[src/rtl/alu_serial_seq_if.sv]
// Request/response bundle for the bit-serial ALU sequencer.
// master drives operands and start; slave returns status, result and flags.
interface alu_serial_seq_if #(
  parameter int unsigned WIDTH = 32
);
  logic             start;
  logic [2:0]       op;
  logic [WIDTH-1:0] a;
  logic [WIDTH-1:0] b;
  logic             busy;
  logic             done;
  logic [WIDTH-1:0] result;
  logic             cout;
  logic             overflow;
  logic             zero;

  modport master (
    output start, op, a, b,
    input  busy, done, result, cout, overflow, zero
  );

  modport slave (
    input  start, op, a, b,
    output busy, done, result, cout, overflow, zero
  );
endinterface

[src/rtl/alu_serial_seq.sv]
// Bit-serial ALU sequencer: walks operands LSB-first through a one-bit slice, WIDTH cycles per op.
// Optional feature: define ALU_SERIAL_SLT_EN to enable signed set-less-than on op 100.
module alu_serial_seq #(
  parameter int unsigned WIDTH = 32
) (
  input logic              clk,
  input logic              reset,
  alu_serial_seq_if.slave  bus
);
  localparam int unsigned CW = $clog2(WIDTH);

  typedef enum logic [1:0] {S_IDLE, S_RUN, S_DONE} state_e;
  typedef enum logic [2:0] {
    OP_AND = 3'b000,
    OP_OR  = 3'b001,
    OP_ADD = 3'b010,
    OP_SUB = 3'b011,
    OP_SLT = 3'b100
  } op_e;

  state_e           r_state;
  state_e           w_next;
  logic [WIDTH-1:0] r_a;
  logic [WIDTH-1:0] r_b;
  logic [WIDTH-1:0] r_result;
  logic [2:0]       r_op;
  logic [CW-1:0]    r_cnt;
  logic             r_carry;
  logic             r_cout;
  logic             r_ovf;
  logic             r_zero;
  logic             r_busy;
  logic             r_done;

  logic             w_accept;
  logic             w_last;
  logic             w_is_add;
  logic             w_is_sub;
  logic             w_is_slt;
  logic             w_in_inv;
  logic             w_inv;
  logic             w_a0;
  logic             w_b0;
  logic             w_sum;
  logic             w_cnext;
  logic             w_ovf;
  logic             w_bit;
  logic [WIDTH-1:0] w_res_final;

  assign w_is_add = (r_op == OP_ADD);
  assign w_is_sub = (r_op == OP_SUB);

`ifdef ALU_SERIAL_SLT_EN
  assign w_is_slt = (r_op == OP_SLT);
  assign w_in_inv = (bus.op == OP_SUB) || (bus.op == OP_SLT);
`else
  assign w_is_slt = 1'b0;
  assign w_in_inv = (bus.op == OP_SUB);
`endif

  assign w_inv    = w_is_sub | w_is_slt;
  assign w_accept = bus.start && (r_state != S_RUN);
  assign w_last   = (r_state == S_RUN) && (r_cnt == CW'(WIDTH - 1));

  always_ff @(posedge clk or posedge reset) begin
    if (reset) begin
      r_state <= S_IDLE;
    end else begin
      r_state <= w_next;
    end
  end

  always_comb begin
    w_next = r_state;
    case (r_state)
      S_IDLE:  if (bus.start) w_next = S_RUN;
      S_RUN:   if (w_last) w_next = S_DONE;
      S_DONE:  w_next = bus.start ? S_RUN : S_IDLE;
      default: w_next = S_IDLE;
    endcase
  end

  // One-bit slice; subtraction is a + ~b + 1 with the +1 preloaded into the carry.
  always_comb begin
    w_a0    = r_a[0];
    w_b0    = r_b[0] ^ w_inv;
    w_sum   = w_a0 ^ w_b0 ^ r_carry;
    w_cnext = (w_a0 & w_b0) | (w_a0 & r_carry) | (w_b0 & r_carry);
    w_ovf   = r_carry ^ w_cnext;
    w_bit   = 1'b0;
    if (r_op == OP_AND) w_bit = w_a0 & w_b0;
    if (r_op == OP_OR)  w_bit = w_a0 | w_b0;
    if (w_is_add || w_is_sub || w_is_slt) w_bit = w_sum;
    w_res_final = {w_bit, r_result[WIDTH-1:1]};
    if (w_is_slt) begin
      w_res_final    = '0;
      w_res_final[0] = w_sum ^ w_ovf;
    end
  end

  always_ff @(posedge clk or posedge reset) begin
    if (reset) begin
      r_a      <= '0;
      r_b      <= '0;
      r_op     <= '0;
      r_cnt    <= '0;
      r_carry  <= 1'b0;
      r_result <= '0;
      r_cout   <= 1'b0;
      r_ovf    <= 1'b0;
      r_zero   <= 1'b0;
      r_busy   <= 1'b0;
      r_done   <= 1'b0;
    end else begin
      r_busy <= (w_next == S_RUN);
      r_done <= w_last;
      if (w_accept) begin
        r_a      <= bus.a;
        r_b      <= bus.b;
        r_op     <= bus.op;
        r_carry  <= w_in_inv;
        r_cnt    <= '0;
        r_result <= '0;
        r_cout   <= 1'b0;
        r_ovf    <= 1'b0;
        r_zero   <= 1'b0;
      end else if (r_state == S_RUN) begin
        r_a     <= r_a >> 1;
        r_b     <= r_b >> 1;
        r_carry <= w_cnext;
        r_cnt   <= r_cnt + CW'(1);
        if (w_last) begin
          r_result <= w_res_final;
          r_zero   <= (w_res_final == '0);
          r_ovf    <= (w_is_add || w_is_sub) ? w_ovf : 1'b0;
          r_cout   <= w_is_add ? w_cnext : (w_is_sub ? ~w_cnext : 1'b0);
        end else begin
          r_result <= {w_bit, r_result[WIDTH-1:1]};
        end
      end
    end
  end

  assign bus.busy     = r_busy;
  assign bus.done     = r_done;
  assign bus.result   = r_result;
  assign bus.cout     = r_cout;
  assign bus.overflow = r_ovf;
  assign bus.zero     = r_zero;
endmodule

[src/flat_wrapper.sv]
// flat-port wrapper written by rule: the top's interface ports become plain ports
module alu_serial_seq_flat 
#(
  parameter int unsigned WIDTH = 32
)
  (clk, reset, bus_start, bus_op, bus_a, bus_b, bus_busy, bus_done, bus_result, bus_cout, bus_overflow, bus_zero);
  alu_serial_seq_if #(.WIDTH(WIDTH)) bus_i ();
  input logic clk;
  input logic reset;
  input wire logic [$bits(bus_i.start)-1:0] bus_start;
  input wire logic [$bits(bus_i.op)-1:0] bus_op;
  input wire logic [$bits(bus_i.a)-1:0] bus_a;
  input wire logic [$bits(bus_i.b)-1:0] bus_b;
  output wire logic [$bits(bus_i.busy)-1:0] bus_busy;
  output wire logic [$bits(bus_i.done)-1:0] bus_done;
  output wire logic [$bits(bus_i.result)-1:0] bus_result;
  output wire logic [$bits(bus_i.cout)-1:0] bus_cout;
  output wire logic [$bits(bus_i.overflow)-1:0] bus_overflow;
  output wire logic [$bits(bus_i.zero)-1:0] bus_zero;
  assign bus_i.start = bus_start;
  assign bus_i.op = bus_op;
  assign bus_i.a = bus_a;
  assign bus_i.b = bus_b;
  assign bus_busy = bus_i.busy;
  assign bus_done = bus_i.done;
  assign bus_result = bus_i.result;
  assign bus_cout = bus_i.cout;
  assign bus_overflow = bus_i.overflow;
  assign bus_zero = bus_i.zero;
  alu_serial_seq #(.WIDTH(WIDTH)) u_core (.clk(clk), .reset(reset), .bus(bus_i));
endmodule
[config.mk]
export PLATFORM = sky130hd
export DESIGN_NAME = alu_serial_seq_flat
export DESIGN_NICKNAME = d
export VERILOG_FILES = /design/src/rtl/alu_serial_seq_if.sv /design/src/rtl/alu_serial_seq.sv /design/src/flat_wrapper.sv
export SDC_FILE = /design/constraint.sdc
export NUM_CORES = 1
export LEC_CHECK = 0
export ABC_AREA = 1
export BUFFER_PORTS_ARGS = -buffer_cell sky130_fd_sc_hd__buf_2
export CAP_MARGIN = 20
export CORE_MARGIN = 4
export CORE_UTILIZATION = 60
export CTS_BUF_LIST = sky130_fd_sc_hd__clkbuf_4
export DETAILED_ROUTE_END_ITERATION = 6
export GPL_TIMING_DRIVEN = 0
export MAX_ROUTING_LAYER = met4
export PLACE_DENSITY_LB_ADDON = 0.12
export SLEW_MARGIN = 10
export SYNTH_ARGS = -nofsm -noshare
export SYNTH_HDL_FRONTEND = slang
export SYNTH_SLANG_ARGS = --single-unit
[constraint.sdc]
create_clock -name clk -period 6.3 [get_ports clk]
set_input_delay 0.63 -clock clk [delete_from_list [all_inputs] [get_ports clk]]
set_output_delay 0.63 -clock clk [all_outputs]
set_load 0.05 [all_outputs]
==> results of run 1 <==
state kept, by name, summed over array words and instances, names as in the netlist:
register / flops
u_core.r_b: 32
u_core.bus.cout: 1
u_core.bus.result: 32
u_core.r_cnt: 5
u_core.r_op: 3
u_core.r_a: 32
u_core.bus.done: 1
u_core.r_state: 2
u_core.bus.overflow: 1
u_core.bus.zero: 1
u_core.bus.busy: 1
u_core.r_carry: 1
logic make-up (layout without fill, tap and decap cells):
family | after synthesis | after routing | synth area share
and+or+nand+nor | 185 | 185 | 0.164
buffers and inverters | 114 | 236 | 0.0980
DFF | 112 | 112 | 0.587
AOI/OAI and AO/OA | 96 | 96 | 0.146
adders and majority gates | 2 | 2 | 0.00524
cell type report:
type,instances,area share
flip-flops and latches,112,0.500
multi-input cells,283,0.269
repair buffers,107,0.0996
inverters,87,0.0592
plain buffers,27,0.0252
well taps,102,0.0228
clock inverters,6,0.0123
clock buffers,9,0.0121
cell usage after synthesis:
cell type / n
nand2_1: 140
dfrtp_1: 112
inv_1: 82
o22ai_1: 32
o221ai_1: 30
nand3_1: 23
o211ai_1: 22
buf_2: 14
nand4_1: 10
buf_4: 6
inv_2: 5
nor2_1: 5
o21ai_0: 5
clkbuf_1: 4
a22o_1: 3
buf_1: 3
a21oi_1: 2
ha_1: 2
nor3_1: 2
o21ai_1: 2
and3_1: 1
nor2_2: 1
nor2_4: 1
nor2_8: 1
nor4_1: 1
stage by stage:
| stage | setup slack [ns] | instance area (µm²) | power (W) |
|---|---|---|---|
| floorplan | 2.71 | 4780 | 0.00196 |
| global placement | 1.53 | 5440 | 0.00222 |
| detailed placement | 4.60 | 5470 | 0.00227 |
| CTS | 4.53 | 5600 | 0.00262 |
| global route | 4.49 | 5600 | 0.00279 |
| finish | 4.55 | 5600 | 0.00261 |
worst min path at each step:
stage / cells past startpoint / slack, ns / end / startpoint
floorplan: 1 / 0.45 / u_core.r_cnt[3] / u_core.r_cnt[3]
global placement: 2 / 0.46 / u_core.bus.zero / u_core.bus.zero
detailed placement: 2 / 0.46 / u_core.bus.zero / u_core.bus.zero
CTS: 2 / 0.16 / u_core.r_a[26] / reset
global route: 2 / 0.17 / u_core.r_b[24] / reset
finish: 2 / 0.16 / u_core.r_b[24] / reset
routing by layer:
layer	GRT usage	wire length (µm)	vias up
met5	-	0	-
met4	0.0799	191	0
met3	0.0337	613	15
met2	0.392	5360	118
met1	0.363	5120	1913
li1	-	-	1934
power by group through the flow:
stage	clock [W]	combinational [W]	sequential, W
floorplan	0	0.000648	0.00131
global placement	0	0.00112	0.00110
detailed placement	0	0.00116	0.00111
CTS	0.000365	0.00116	0.00109
global route	0.000392	0.00128	0.00112
finish	0.000358	0.00116	0.00109
worst register-to-register path, stage by stage, from the launching register on:
cell     delay (ns)
dfrtp_1        0.44
ha_1           0.23
and3_1         0.19
ha_1           0.23
nand2_1        0.17
inv_2          0.05
nand3_1        0.08
nor2_1         0.06
nand3_1        0.08
nand2_1        0.05
==> results.md, run 1 <==
| Item | Value |
| --- | --- |
| Path category of the worst min-delay check | input port to async pin |
| Worst-path clk slew | 0.16 ns |
| Resized Gates After CTS | 0 |
| # H-tree levels | 3 |
| Part of the cycle the worst path needs | 0.278 |
| Remaining antenna violation count after routing | 0 |
| Top area cells in the synthesized netlist | dfrtp_1 59%, nand2_1 11%, inv_1 6.4% |
| Number of nets in the final layout | 699 |
| Worst-case register-to-register setup slack | 4.65 ns |
| Post-Synthesis Cell Area | 4780 µm² |
| Power share of the combinational group | 0.444 |
| Residual DRC count | 0 |
| Type of the worst setup path | register to output port |
| Data arrival time of the worst path | 1.12 ns |
| Post-synthesis net count | 581 |
| Sequence of cells on the critical path | buf_2 |
| Share of final-layout standard cells stronger than drive strength 1 | 0.239 |
| Final wirelength | 11300 µm |
| Status | finished, final reports clean |
| Internal Pwr Total | 0.00147 W |
| Start of the worst register-to-register path | u_core.r_cnt[0] |
| Slew Limit Fails | 0 |
| Relative contribution of the clock network to total power | 0.137 |
| Post-DR vias/cell | 5.43 |
| Worst IR Drop VDD | 215 µV |
| Reg power frac | 0.419 |
| Worst Skew | 0.0182 ns |
| Die Span Y | 97.2 µm |
| Total congestion overflow | 0 |
| Required time at the worst-slack endpoint | 5.67 ns |
| Area growth from synthesis to final layout | 17.3% |
| Horizontal die dimension | 97.2 µm |
| # hold bufs at CTS | 0 |
| Max-capacitance violation count | 0 |
| Row count | 32 |
| Final cell utilization of the core | 0.725 |
| CTS tree | done |
| Die ar. | 9450 µm² |
| Synth Register Bits | 112 |
| Maximum number of pins on one net before global-route repair | 72 |
| Launch point of the worst path | u_core.bus.result[7] |
| Peak fanout along the critical path | 3 |
| Seq/Total Area, Yosys | 0.587 |
| Gate count after technology mapping | 509 |
| Number of endpoints with negative hold slack in the final report | 0 |
| CP delay by family, top | flip-flops |
| Slew at the pin closest to its max-slew limit | 0.524 ns |
| GRT Overall Usage | 0.256 |
| Leakage | 2.84 nW |
| DRT Pass-1 Iters | 4 |
| Final hold slack | 0.158 ns |
| Placed wire-length estimate after detailed placement | 8250 µm |
| First-pass GRT wire length | 19200 µm |
| P per Cell Area | 466 nW/µm² |
| CTS buffer count | 9 |
| RSZ-0062 raised after global routing | false |
| Average size of a mapped cell | 9.39 µm² |
| Diode count | 0 |
| Drt initial violations | 230 |
| Switching portion of total power | 0.438 |
| Depth of the critical timing path with buffers and inverters included | 1 |
| CTS Root Buffer Type | clkbuf_4 |
| Slowest CP cell | dfrtp_1 |
| Maximum achievable frequency | 0.571 GHz |
| Final sum of negative setup slack | 0 ns |
| Source-to-sink clock delay at the later pin of the worst-skew pair | 0.45 ns |
| Most used cells in the layout excluding fill and tap cells | 140 x nand2_1, 120 x buf_2, 112 x dfrtp_1, 81 x inv_1, 32 x o22ai_1 |
| P_sw | 0.00114 W |
| Effective utilization at floorplan | 0.618 |
| Maximum single-stage delay on the critical path | 0.41 ns |
| Via count of the first global-routing pass | 4033 |
| Minimum clock period after layout | 1.75 ns |
| Clk buf depth | 2 |
| Buffering stage count on the worst path with inverters included | 1 |
| Number of warnings printed during yosys synthesis | 0 |
| Top cell type's share of synthesized area | 0.587 |
| Terminus of the critical flop-to-flop path | u_core.bus.zero |
| Number of antenna violations at the first check in global routing | 0 |
| Most common library cell in the layout ignoring fill and taps | nand2_1 |
| Last element of the critical path | bus_result[7] |
| Vias after detailed routing | 3980 |
| Cell taking the most area after synthesis | dfrtp_1 |
| Netlist cell types | 25 |
| Number of setup violations in the final report | 0 |
| Placer Congestion | 0.820 |
| Routed WL per cell | 15.4 µm |
| Nature of the critical path endpoint | output port |
| Clock Sink Count | 112 |
| Final cell count without fillers | 733 |
| Worst r2r path cells | 9 |
| Worst slew margin relative to its limit | 0.651 |
| Count of buffers inserted at the top-level ports | 106 |
| Footprint of the flip-flops and latches | 2800 µm² |
| Startpoint type of the worst setup path | register |
| Postcts setup bufs | 0 |
| Fillers | 606 |
| Core area | 7730 µm² |
| Number of placed cells counting well taps | 718 |
| I/O Pins | 107 |
| Area of the multi-input gates | 1510 µm² |
(Power assumes the default switching activity.)
==> run 2, diff against run 1 <==
- CORE_UTILIZATION: 60 -> 50
- clock period: 6.3 -> 1.45 ns (I/O delays scaled with it)
==> run 2 against run 1 <==
The flow now finishes with violations (negative setup slack); utilization down 2.4 points; clock power rose to 5.1 times the previous value; routed wire length up 14%; critical endpoint is now u_core.bus.zero; clock skew increased by 0.0027 ns; global-route usage decreased by 0.50 points; cell area up 16%; register-to-register slack worse by 4.7 ns; setup slack got worse by 4.6 ns; power rose to 4.6 times the previous value; sequential power grew to 4.4 times the previous value; die area grew 18%; sequential share of layout area shrank 7.0 points.
==> results.md, run 2 (synthesized netlist as in run 1, its figures left out) <==
| Item | Value | Delta |
| --- | --- | --- |
| DRT Pass-1 Iters | 5 | was 4 |
| Final hold slack | 0.168 ns | was 0.158 ns |
| First-pass GRT wire length | 21700 µm | was 19200 µm |
| RSZ-0062 raised after global routing | true | was false |
| Most common library cell in the layout ignoring fill and taps | nand2_1 | unchanged |
| Residual DRC count | 0 | unchanged |
| Met2 layer wire length in the routed design | 6410 µm | was 5360 µm |
| Post-DR vias/cell | 5.23 | was 5.43 |
| Peak fanout along the critical path | 4 | was 3 |
| Path category of the worst min-delay check | input port to async pin | unchanged |
| Worst-path clk slew | 0.20 ns | was 0.16 ns |
| Top sig layer | met4 | unchanged |
| Leakage | 3.21 nW | was 2.84 nW |
| Fillers | 768 | was 606 |
| Status | complete, but fails checks | was finished, final reports clean |
| Area post-placement | 5540 µm² | was 5470 µm² |
| Layout Cell Area excl Fill | 6510 µm² | was 5600 µm² |
| Final cell count without fillers | 834 | was 733 |
| Diode count | 0 | unchanged |
| Violated checks | negative setup slack |  |
| Core area | 9280 µm² | was 7730 µm² |
| Drt initial violations | 222 | was 230 |
| Remaining antenna violation count after routing | 0 | unchanged |
| Total congestion overflow | 0 | unchanged |
| Effective utilization at floorplan | 0.515 | was 0.618 |
| CTS buffer count | 9 | unchanged |
| Share of final-layout standard cells stronger than drive strength 1 | 0.247 | was 0.239 |
| CTS Root Buffer Type | clkbuf_4 | unchanged |
| Startpoint type of the worst setup path | register | unchanged |
| Final setup slack of the worst path | -0.0173 ns | was 4.55 ns |
| Die Span Y | 106 µm | was 97.2 µm |
| Final wirelength | 12800 µm | was 11300 µm |
| # H-tree levels | 3 | unchanged |
| P per Cell Area | 1850 nW/µm² | was 466 nW/µm² |
| Required time at the worst-slack endpoint | 1.86 ns | was 5.67 ns |
| Horizontal die dimension | 106 µm | was 97.2 µm |
| Vias after detailed routing | 4360 | was 3980 |
| Maximum number of pins on one net before global-route repair | 37 | was 72 |
| I/O Pins | 107 | unchanged |
| Clk buf depth | 2 | unchanged |
| Number of setup violations in the final report | 1 | was 0 |
| Data arrival time of the worst path | 1.88 ns | was 1.12 ns |
| Die ar. | 11200 µm² | was 9450 µm² |
| Type of the worst setup path | register to register | was register to output port |
| Number of placed cells counting well taps | 747 | was 718 |
| Max-capacitance violation count | 0 | unchanged |
| Source-to-sink clock delay at the later pin of the worst-skew pair | 0.47 ns | was 0.45 ns |
| Slew Limit Fails | 0 | unchanged |
| Worst slew margin relative to its limit | 0.776 | was 0.651 |
| Final Power | 0.0120 W | was 0.00261 W |
| Clock Sink Count | 112 | unchanged |
| Placed wire-length estimate after detailed placement | 8520 µm | was 8250 µm |
| Part of the cycle the worst path needs | 1.01 |  |
| CTS tree | done | unchanged |
| Count of buffers inserted at the top-level ports | 106 | unchanged |
| Maximum achievable frequency | 0.682 GHz |  |
| Metal3 WL | 565 µm | was 613 µm |
| GRT Overall Usage | 0.251 | was 0.256 |
| Row count | 35 | was 32 |
| Slew at the pin closest to its max-slew limit | 0.335 ns | was 0.524 ns |
| Worst IR Drop VDD | 879 µV | was 215 µV |
| Most used cells in the layout excluding fill and tap cells | 138 x nand2_1, 116 x buf_2, 112 x dfrtp_1, 80 x inv_1, 69 x dlygate4sd3_1 | was 140 x nand2_1, 120 x buf_2, 112 x dfrtp_1, 81 x inv_1, 32 x o22ai_1 |
| Metal-1 WL | 5570 µm | was 5120 µm |
| Number of endpoints with negative hold slack in the final report | 0 | unchanged |
| Number of antenna violations at the first check in global routing | 0 | unchanged |
| Worst Skew | 0.0209 ns | was 0.0182 ns |
| Routed WL per cell | 15.4 µm | about the same |
| Number of nets in the final layout | 772 | was 699 |
| Area growth from synthesis to final layout | 36.3% | was 17.3% |
| Placer Congestion | 0.846 | was 0.820 |
| Via count of the first global-routing pass | 4498 | was 4033 |
| Nature of the critical path endpoint | register | was output port |
| Minimum clock period after layout | 1.47 ns |  |
-- run 2: metrics by stage --
step / TNS, ns / setup WS, ns / util
detailed placement: -0.251 / -0.135 / 0.596
CTS: -0.0309 / -0.0309 / 0.694
floorplan: -5.87 / -0.0525 / -
global placement: -86.25 / -0.775 / 0.590
global route: -0.273 / -0.0735 / 0.701
finish: -0.0173 / -0.0173 / 0.701
-- run 2: where the power goes --
group | leakage, nW | internal, W | total (W) | switching (W)
registers | 1.47 | 0.00424 | 0.00478 | 0.000548
logic | 1.65 | 0.00186 | 0.00539 | 0.00353
clock network | 0.0954 | 0.000739 | 0.00184 | 0.00110
-- run 2: layer usage --
layer  up-vias  global-route usage
met4         0              0.0879
met2       122               0.401
met3        21              0.0398
met5         -                   -
met1      2130               0.329
li1       2087                   -
-- run 2: what timing repair did --
action                                 CTS  global route
endpoints found under the hold margin  150             0
pin swaps                                1             3
cloned                                   0             0
setup endpoints to repair               16            76
hold buffers                            69             0
gates resized for setup                  8            26
setup buffers                            2             0
-- run 2: critical path, cell delays in order, from the launching register on --
cell	delay [ns]
dfrtp_1	0.40
ha_2	0.19
and3_4	0.20
ha_4	0.15
nand2_4	0.06
inv_2	0.06
nand3_2	0.08
nor2_2	0.14
nand3_1	0.08
nand2_1	0.06
-- run 2: area by class of cell --
cell class	count	area [µm²]	share of cell area
timing repair buffer	180	1300	0.199
buffer	27	176	0.0271
multi-input combinational	283	1560	0.240
clock buffer	9	67.6	0.0104
sequential	112	2800	0.430
inverter	87	333	0.0511
tap	129	161	0.0248
clock inverter	7	114	0.0175
-- run 2: worst paths after layout --
path | from | endpoint | slack [ns] | depth (start not counted)
setup / recovery | u_core.r_cnt[1] | u_core.bus.zero | -0.02 | 9
hold / removal | reset | u_core.bus.result[10] | 0.17 | 3
setup reg to reg | u_core.r_cnt[1] | u_core.bus.zero | -0.02 | 9
hold reg to reg | u_core.bus.zero | u_core.bus.zero | 0.50 | 2
max in group asynchronous | reset | u_core.r_b[31] | 0.53 | 5
min in group clk | bus_a[15] | u_core.r_a[15] | 0.42 | 4
